[config.mk]
export PLATFORM = sky130hd
export DESIGN_NAME = x_uart_tx_arb
export DESIGN_NICKNAME = d
export VERILOG_FILES = /design/src/rtl/x_uart_tx_arb_pkg.sv /design/src/rtl/x_rr_pick.sv /design/src/rtl/x_uart_tx_arb.sv
export SDC_FILE = /design/constraint.sdc
export NUM_CORES = 1
export LEC_CHECK = 0
export ABC_AREA = 1
export CAP_MARGIN = 20
export CELL_PAD_IN_SITES_DETAIL_PLACEMENT = 2
export CELL_PAD_IN_SITES_GLOBAL_PLACEMENT = 2
export CORE_MARGIN = 8
export CORE_UTILIZATION = 19
export DETAILED_ROUTE_END_ITERATION = 10
export PLACE_DENSITY = 0.84
export RECOVER_POWER = 100
export REMOVE_ABC_BUFFERS = 1
export SLEW_MARGIN = 10
export SYNTH_ARGS = -nofsm -noshare
export SYNTH_HDL_FRONTEND = slang
export SYNTH_SLANG_ARGS = --single-unit
[constraint.sdc]
create_clock -name i_clk -period 2.9 [get_ports i_clk]
set_input_delay 0.725 -clock i_clk [delete_from_list [all_inputs] [get_ports i_clk]]
set_output_delay 0.725 -clock i_clk [all_outputs]
set_load 0.05 [all_outputs]
[src/rtl/x_uart_tx_arb_pkg.sv]
// Shared types and constants for the packet-level UART transmit arbiter.
package x_uart_tx_arb_pkg;

  typedef enum logic [1:0] {
    IDLE = 2'd0,
    HDR  = 2'd1,
    DATA = 2'd2
  } sm_arb_t;

  localparam logic [7:0] P_HDR_ID_MASK = 8'h0F;

  // Index width for a requester count; never narrower than one bit.
  function automatic int f_id_w(input int p_req);
    return (p_req > 2) ? $clog2(p_req) : 1;
  endfunction

endpackage

[src/rtl/x_rr_pick.sv]
// Round-robin picker: first set mask bit at or above ptr, wrapping modulo p_req.
module x_rr_pick
  import x_uart_tx_arb_pkg::*;
#(
  parameter int p_req = 4,
  parameter int IDW   = f_id_w(p_req)
) (
  input  logic [p_req-1:0] i_mask,
  input  logic [IDW-1:0]   i_ptr,
  output logic [IDW-1:0]   o_idx,
  output logic             o_any
);

  // Explicit wrap keeps non-power-of-two requester counts in range.
  function automatic logic [IDW-1:0] wrap_add(input logic [IDW-1:0] base, input int off);
    int sum;
    sum = int'(base) + off;
    if (sum >= p_req) sum = sum - p_req;
    return IDW'(sum);
  endfunction

  always_comb begin
    o_idx = '0;
    o_any = 1'b0;
    for (int off = 0; off < p_req; off++) begin
      if (!o_any && i_mask[wrap_add(i_ptr, off)]) begin
        o_idx = wrap_add(i_ptr, off);
        o_any = 1'b1;
      end
    end
  end

endmodule

[src/rtl/x_uart_tx_arb.sv]
// Packet-level round-robin arbiter sharing one UART transmitter; each packet is
// preceded by a source-identifying header byte.
//
//   state | meaning
//   IDLE  | no packet; pick a round-robin winner when any requester is valid
//   HDR   | send header p_hdr_base | grant, requester data ignored
//   DATA  | forward granted requester's bytes until the byte flagged last
module x_uart_tx_arb
  import x_uart_tx_arb_pkg::*;
#(
  parameter int         p_req      = 4,
  parameter logic [7:0] p_hdr_base = 8'hA0,
  localparam int        IDW        = f_id_w(p_req)
) (
  input  logic               i_clk,
  input  logic               i_rst,
  input  logic [p_req-1:0]   i_req_valid,
  input  logic [8*p_req-1:0] i_req_data,
  input  logic [p_req-1:0]   i_req_last,
  output logic [p_req-1:0]   o_req_accept,
  output logic [7:0]         o_tx_data,
  output logic               o_tx_valid,
  input  logic               i_tx_accept,
  output logic               o_busy,
  output logic [IDW-1:0]     o_grant_id
);

  sm_arb_t        state, state_nxt;
  logic [IDW-1:0] grant, grant_nxt;
  logic [IDW-1:0] rr_ptr, rr_ptr_nxt;
  logic [IDW-1:0] pick_idx;
  logic           pick_any;

  x_rr_pick #(.p_req(p_req), .IDW(IDW)) u_pick (
    .i_mask (i_req_valid),
    .i_ptr  (rr_ptr),
    .o_idx  (pick_idx),
    .o_any  (pick_any)
  );

  always_ff @(posedge i_clk) begin
    if (i_rst) begin
      state  <= IDLE;
      grant  <= '0;
      rr_ptr <= '0;
    end else begin
      state  <= state_nxt;
      grant  <= grant_nxt;
      rr_ptr <= rr_ptr_nxt;
    end
  end

  always_comb begin
    state_nxt    = state;
    grant_nxt    = grant;
    rr_ptr_nxt   = rr_ptr;
    o_tx_valid   = 1'b0;
    o_tx_data    = 8'h00;
    o_req_accept = '0;
    unique case (state)
      IDLE: begin
        if (pick_any) begin
          grant_nxt = pick_idx;
          state_nxt = HDR;
        end
      end
      HDR: begin
        o_tx_valid = 1'b1;
        o_tx_data  = p_hdr_base | (8'(grant) & P_HDR_ID_MASK);
        if (i_tx_accept) state_nxt = DATA;
      end
      DATA: begin
        o_tx_valid          = i_req_valid[grant];
        o_tx_data           = i_req_data[{grant, 3'b000} +: 8];
        o_req_accept[grant] = i_tx_accept;
        if (i_tx_accept && i_req_last[grant]) begin
          state_nxt  = IDLE;
          rr_ptr_nxt = (grant == IDW'(p_req - 1)) ? '0 : grant + 1'b1;
        end
      end
      default: state_nxt = IDLE;
    endcase
  end

  assign o_busy     = (state != IDLE);
  assign o_grant_id = grant;

endmodule

==> flow_metrics.tcl, run 1 <==
set metrics [dict create \
    netSwitchingFraction_pct 57.7 \
    placement.io_buffers 58 \
    grtUsageMet1_pct 12.7 \
    drt-initial-drc-count 22 \
    drtPass1Iterations 3 \
    area_share_of_the_largest_cell_type_after_synthesis_pct 14.3 \
    part_of_the_power_in_combinational_logic_pct 78.8 \
    ctsRootBufferMaster "sky130_fd_sc_hd__clkbuf_8" \
    timing.critical_path.slowest_cell_delay_ps 500 \
    number_of_unique_standard_cell_types_used_by_synthesis 22 \
    worst_r2r_path_depth 11 \
    clk_path_buf_depth 2 \
    cp_data_arrival_time_ps 2030 \
    gr-usage-all-layers_pct 11.6 \
    placeableCoreArea_mm2 0.00541 \
    design.final.nets 298 \
    post_route_cells_drive_above_1_share_pct 11.0 \
    hold-path-cell-count 2 \
    antenna_left 0 \
    io-pin-count 59 \
    postLayoutSetupSlackWorst_ps 145 \
    endpoint_kind "primary output" \
    post_synth_edffs 0 \
    cts.htree.levels 1 \
    cts_setup_buffers 0 \
    rrSetupSlack_ps 930 \
    first_global_vias 1666 \
    grt_first_pass_wirelength_mm 8.03 \
    run_status "completed" \
    multi_input_comb_area_um2 777 \
    critical_path.max_fanout 2 \
    floorplan.initialDensity_pct 19.4 \
    timing.final.crit_share_pct 95.0 \
    timing.setup.critical_path_class "in2out" \
    ys_dominant_reg_cell "sky130_fd_sc_hd__dfxtp_1" \
    clkTransAtPathRegs_ps 40 \
    synth.cells.most_frequent "40 x sky130_fd_sc_hd__nand2_1, 35 x sky130_fd_sc_hd__nor2_1, 20 x sky130_fd_sc_hd__o21ai_0" \
    residual_drc 0 \
    synthesized_area_per_cell_um2 5.61 \
    postRouteWirelength_mm 4.71 \
    final.setup_skew_ps 3.43 \
    power.switching_uw 756 \
    power-per-cell-area_mw_per_mm2 767 \
    relSlewSlack_pct 55.8 \
    fmax_mhz 363 \
    number_of_maximum_capacitance_constraint_violations 0 \
    flops_latches_synth 6 \
    hold_end "state[1]" \
    holdCritStartpoint "state[1]" \
    tns_ps 0 \
    antennaDiodeCount 0 \
    syn_inst 187 \
    vdd_drop_max_uv 243 \
    place_congestion 0.724 \
    rows 27 \
    synth_area_leaders "sky130_fd_sc_hd__nand2_1 14%, sky130_fd_sc_hd__nor2_1 13%, sky130_fd_sc_hd__dfxtp_1 11%" \
    postSynth.asyncResetShare_pct 0 \
    setup_viol_count_final 0 \
    detailedPlace.worstSlack_ps 139 \
    proportion_of_power_drawn_by_flip_flops_and_latches_pct 11.7 \
    die_width_um 90.3 \
    vias_per_cell 4.51 \
    total_power_mw 1.31 \
    fin_cells 317 \
    worstPathCellList "clkdlybuf4s50_1 -> inv_1 -> o21ai_0 -> a21oi_1 -> o31ai_1 -> buf_4 -> buf_12" \
    startpoint_class_of_the_critical_path "primary input" \
    p_clk_share_pct 9.5 \
    cp_data_required_time_ps 2170 \
    wl_per_cell_um 14.9 \
    yosys_warnings 0 \
    worstReg2RegEnd "o_grant_id[0]" \
    sequential_cell_area_um2 120 \
    most_utilized_layer_in_the_global_route_result "met2" \
    total_leakage_power_nw 0.826 \
    drv_slew 0 \
    cts_buffers 3 \
    dp.cells 314 \
    worst_slew_pin_slew_ps 666 \
    ys_seq_area_share_pct 11.5 \
    r2r-start "rr_ptr[0]" \
    dieArea_mm2 0.00815 \
    tritoncts_num_sinks 6 \
    synthMostInstantiatedCell "sky130_fd_sc_hd__nand2_1" \
    nFillCells 691 \
    timing.hold.worst.class "reg2reg" \
    cts_tree "done" \
    timing_hold_violations_final 0 \
    critical_path.slowest_cell "sky130_fd_sc_hd__clkdlybuf4s50_1" \
    internal_power_contribution_uw 553 \
    die_h_um 90.3 \
    global_route.usage.met3_pct 2.83 \
    largest_net_degree_at_the_start_of_global_routing 23 \
    hpwlAfterDp_mm 3.98 \
    finalCriticalPeriod_ps 2760 \
    areaGrowthSynthToFinish_pct 62.8 \
    grt_antenna_before_repair 0 \
    netlist_area_mm2 0.00105 \
    detailroute.via_count 1429 \
    cts_resized 0 \
    netlist.top_cell.by_area "sky130_fd_sc_hd__nand2_1" \
    rsz0062_at_grt "no" \
    post_cts_hold_buffer_count 0 \
    gr-usage-met2_pct 21.7 \
    global_route.overflow_total 0 \
    clock_insertion_delay_worst_skew_ps 220 \
]
worst max-delay path, delay by kind of cell:
kind,cells,cell delay [ps]
buf+inv,4,840
compound gates,3,450
registers in the layout, summed over array words and instances, names as in the netlist:
name	cells
o_grant_id	2
rr_ptr	2
state	2
routing by layer:
layer	vias to the layer above	part of all wire, %
li1	720	-
met1	675	42
met2	32	52
met3	2	5.4
met4	0	0.64
met5	-	0
layout by cell type, fill, tap and decap left out, drive strengths merged, types with 3 or more instances in the layout:
cell type / Yosys / final
a21oi: 15 / 15
buf: 4 / 6
clkbuf: 4 / 11
clkdlybuf4s50: 0 / 41
dfxtp: 6 / 6
dlygate4sd3: 0 / 4
dlymetal6s2s: 0 / 4
ha: 8 / 8
inv: 20 / 20
nand2: 50 / 50
nand3: 15 / 15
nand4: 3 / 3
nor2: 36 / 36
o21ai: 20 / 20
o22ai: 4 / 4
final cells by class:
class | instances | area share (%)
clock buffers | 3 | 2.42
repair buffers | 63 | 34.9
flip-flops and latches | 6 | 7.04
multi-input cells | 153 | 45.5
inverters | 20 | 4.84
well taps | 72 | 5.28
worst max-delay path by stage:
stage,start,end,slack (ps),depth (start not counted)
final,i_req_valid[1],o_tx_valid,140,7
after global routing,i_req_valid[1],o_tx_valid,50,7
after CTS,i_req_valid[1],o_tx_valid,130,7
after detailed placement,i_req_valid[1],o_tx_valid,140,7
after global placement,i_req_valid[1],o_tx_valid,160,7
after floorplan,o_grant_id[0],o_tx_valid,-780,4
power by group through the flow:
stage	Combinational (mW)	Sequential [mW]	Clock, mW
2_1_floorplan	0.618	0.217	0
5_1_grt	1.15	0.158	0.135
3_3_place_gp	1.09	0.153	0
6_report	1.03	0.153	0.125
3_5_place_dp	1.12	0.153	0
4_1_cts	1.13	0.155	0.129
cells by family (layout without fill, tap and decap cells):
logic type / Yosys count / count (layout) / synth area share, %
and+or+nand+nor: 104 / 104 / 46.1
DFF: 6 / 6 / 11.5
buffers and inverters: 28 / 86 / 12.4
adders and majority gates: 8 / 8 / 9.55
AOI/OAI and AO/OA: 41 / 41 / 20.5
through the flow:
stage / hold WS (ps) / util [%] / instance area (um^2)
finish: 510 / 31.6 / 1710
global route: 521 / 31.6 / 1710
CTS: 511 / 33.9 / 1830
detailed placement: 504 / 33.1 / 1790
global placement: 478 / 33.1 / 1790
floorplan: 450 / - / 1000
No activity file was read; power rests on OpenSTA's default activity.
==> inputs of run 2 (changes only) <==
--- a/config.mk
+++ b/config.mk
@@ -11,6 +11,7 @@
 export CELL_PAD_IN_SITES_GLOBAL_PLACEMENT = 2
 export CORE_MARGIN = 8
 export CORE_UTILIZATION = 19
+export CTS_CLUSTER_DIAMETER = 60
 export DETAILED_ROUTE_END_ITERATION = 10
 export PLACE_DENSITY = 0.84
 export RECOVER_POWER = 100
==> results of run 2 <==
No change in the layout: final DEF, timing and power equal those of run 1.
==> inputs of run 3 (changes only) <==
--- a/config.mk
+++ b/config.mk
@@ -9,7 +9,7 @@
 export CAP_MARGIN = 20
 export CELL_PAD_IN_SITES_DETAIL_PLACEMENT = 2
 export CELL_PAD_IN_SITES_GLOBAL_PLACEMENT = 2
-export CORE_MARGIN = 8
+export CORE_MARGIN = 2
 export CORE_UTILIZATION = 19
 export CTS_CLUSTER_DIAMETER = 60
 export DETAILED_ROUTE_END_ITERATION = 10
==> flow_metrics.tcl, run 3 (same netlist as run 1, synthesis figures left out) <==
set metrics [dict create \
    finalCriticalPeriod_ps 2740 \
    place_congestion 0.757 \
    vdd_drop_max_uv 311 \
    startpoint "i_req_data[3]" \
    setup_viol_count_final 0 \
    run_status "completed" \
    design.final.nets 298 \
    hpwlAfterDp_mm 3.73 \
    post_route_cells_drive_above_1_share_pct 10.6 \
    final.setup_skew_ps 2.74 \
    tritoncts_num_sinks 6 \
    fmax_mhz 365 \
    largest_net_degree_at_the_start_of_global_routing 23 \
    postRouteWirelength_mm 4.51 \
    cp_data_required_time_ps 2170 \
    cts_buffers 3 \
    met3_length_um 211 \
    power-per-cell-area_mw_per_mm2 770 \
    vias_per_cell 4.57 \
    critical_path.max_fanout 1 \
    detailroute.via_count 1448 \
    timing_hold_violations_final 0 \
    dr_wl_met2_mm 2.40 \
    highest-signal-layer "met4" \
    cts_tree "done" \
    dp.cells 314 \
    final.hold.worst_slack_ps 493 \
    startpoint_class_of_the_critical_path "primary input" \
    timing.setup.critical_path_class "in2out" \
    drtPass1Iterations 4 \
    detailedPlace.worstSlack_ps 98.1 \
    floorplan.initialDensity_pct 19.4 \
    dieArea_mm2 0.00613 \
    r2r-start "rr_ptr[0]" \
    drt-initial-drc-count 11 \
    grt_antenna_before_repair 0 \
    cp_data_arrival_time_ps 2010 \
    first_global_vias 1642 \
    io-pin-count 59 \
    clkTransAtPathRegs_ps 40 \
    die_h_um 78.3 \
    antennaDiodeCount 0 \
    clk_path_buf_depth 2 \
    tns_ps 0 \
    postLayoutSetupSlackWorst_ps 161 \
    cts_setup_buffers 0 \
    rows 27 \
    grt_first_pass_wirelength_mm 7.68 \
    relSlewSlack_pct 58.1 \
    timing.hold.worst.class "reg2reg" \
    global_route.overflow_total 0 \
    worst_slew_pin_slew_ps 631 \
    holdCritStartpoint "state[1]" \
    placeableCoreArea_mm2 0.00541 \
    met1Wirelength_mm 1.85 \
    gr-usage-all-layers_pct 15.4 \
    total_leakage_power_nw 0.854 \
    residual_drc 0 \
    die_width_um 78.3 \
    number_of_maximum_capacitance_constraint_violations 0 \
    leading_cell_type_in_the_layout_fill_and_taps_excluded "sky130_fd_sc_hd__nand2_1" \
    drv_slew 0 \
    endpoint_kind "primary output" \
    cts.htree.levels 1 \
    rsz0062_at_grt "no" \
    wl_per_cell_um 14.2 \
    fin_cells 317 \
    placement.io_buffers 58 \
    clock_insertion_delay_worst_skew_ps 230 \
    ctsRootBufferMaster "sky130_fd_sc_hd__clkbuf_8" \
    timing.final.crit_share_pct 94.5 \
    areaGrowthSynthToFinish_pct 64.6 \
    commonest_cells_after_routing_fill_and_taps_aside "42 x sky130_fd_sc_hd__nand2_1, 41 x sky130_fd_sc_hd__clkdlybuf4s50_1, 35 x sky130_fd_sc_hd__nor2_1, 18 x sky130_fd_sc_hd__inv_1, 18 x sky130_fd_sc_hd__o21ai_0" \
    antenna_left 0 \
]
-- run 3: cell type report --
type / count / area (um^2)
Sequential cell: 6 / 120
Fill cell: 688 / 3680
Multi-Input combinational cell: 153 / 788
Clock buffer: 3 / 41.3
Tap cell: 72 / 90.1
Timing Repair Buffer: 63 / 603
Inverter: 20 / 82.6
-- run 3: repair_timing --
action,4_1_cts,5_1_grt
endpoints found under the setup margin,0,1
hold buffers,0,0
resized for setup,0,2
-- run 3: critical path, cell delays in order --
cell and delay, ps:
sky130_fd_sc_hd__clkdlybuf4s50_1 470, sky130_fd_sc_hd__nor2_1 40, sky130_fd_sc_hd__nor2_1 80, sky130_fd_sc_hd__o21ai_0 90, sky130_fd_sc_hd__a21oi_1 160, sky130_fd_sc_hd__dlymetal6s2s_1 450
-- run 3: report_power, final --
| part | internal (mW) | switching, mW | total, mW | leakage [nW] |
|---|---|---|---|---|
| clock network | 0.0894 | 0.0391 | 0.129 | 0.0216 |
| logic | 0.352 | 0.708 | 1.06 | 0.783 |
| registers | 0.111 | 0.0277 | 0.139 | 0.0492 |
| total | 0.553 | 0.775 | 1.33 | 0.854 |
-- run 3: final timing paths --
path                   endpoint  slack (ps)  cells past startpoint
setup / recovery   o_tx_data[3]         160                      6
hold / removal         state[1]         490                      2
setup reg to reg  o_grant_id[0]        1150                      9
hold reg to reg        state[1]         490                      2
-- run 3: layer usage --
metal	track usage, %	up-vias
met5	0	-
met4	4.39	0
met3	2.18	5
met2	30.4	37
met1	16.8	685
li1	-	721
-- run 3: per-stage QoR --
step	utilization (%)	power, mW	cell area, um^2
after detailed placement	33.1	1.28	1790
after global routing	31.9	1.46	1730
after CTS	33.9	1.42	1830
after global placement	33.1	1.23	1790
final	31.9	1.33	1730
after floorplan	-	0.835	1000
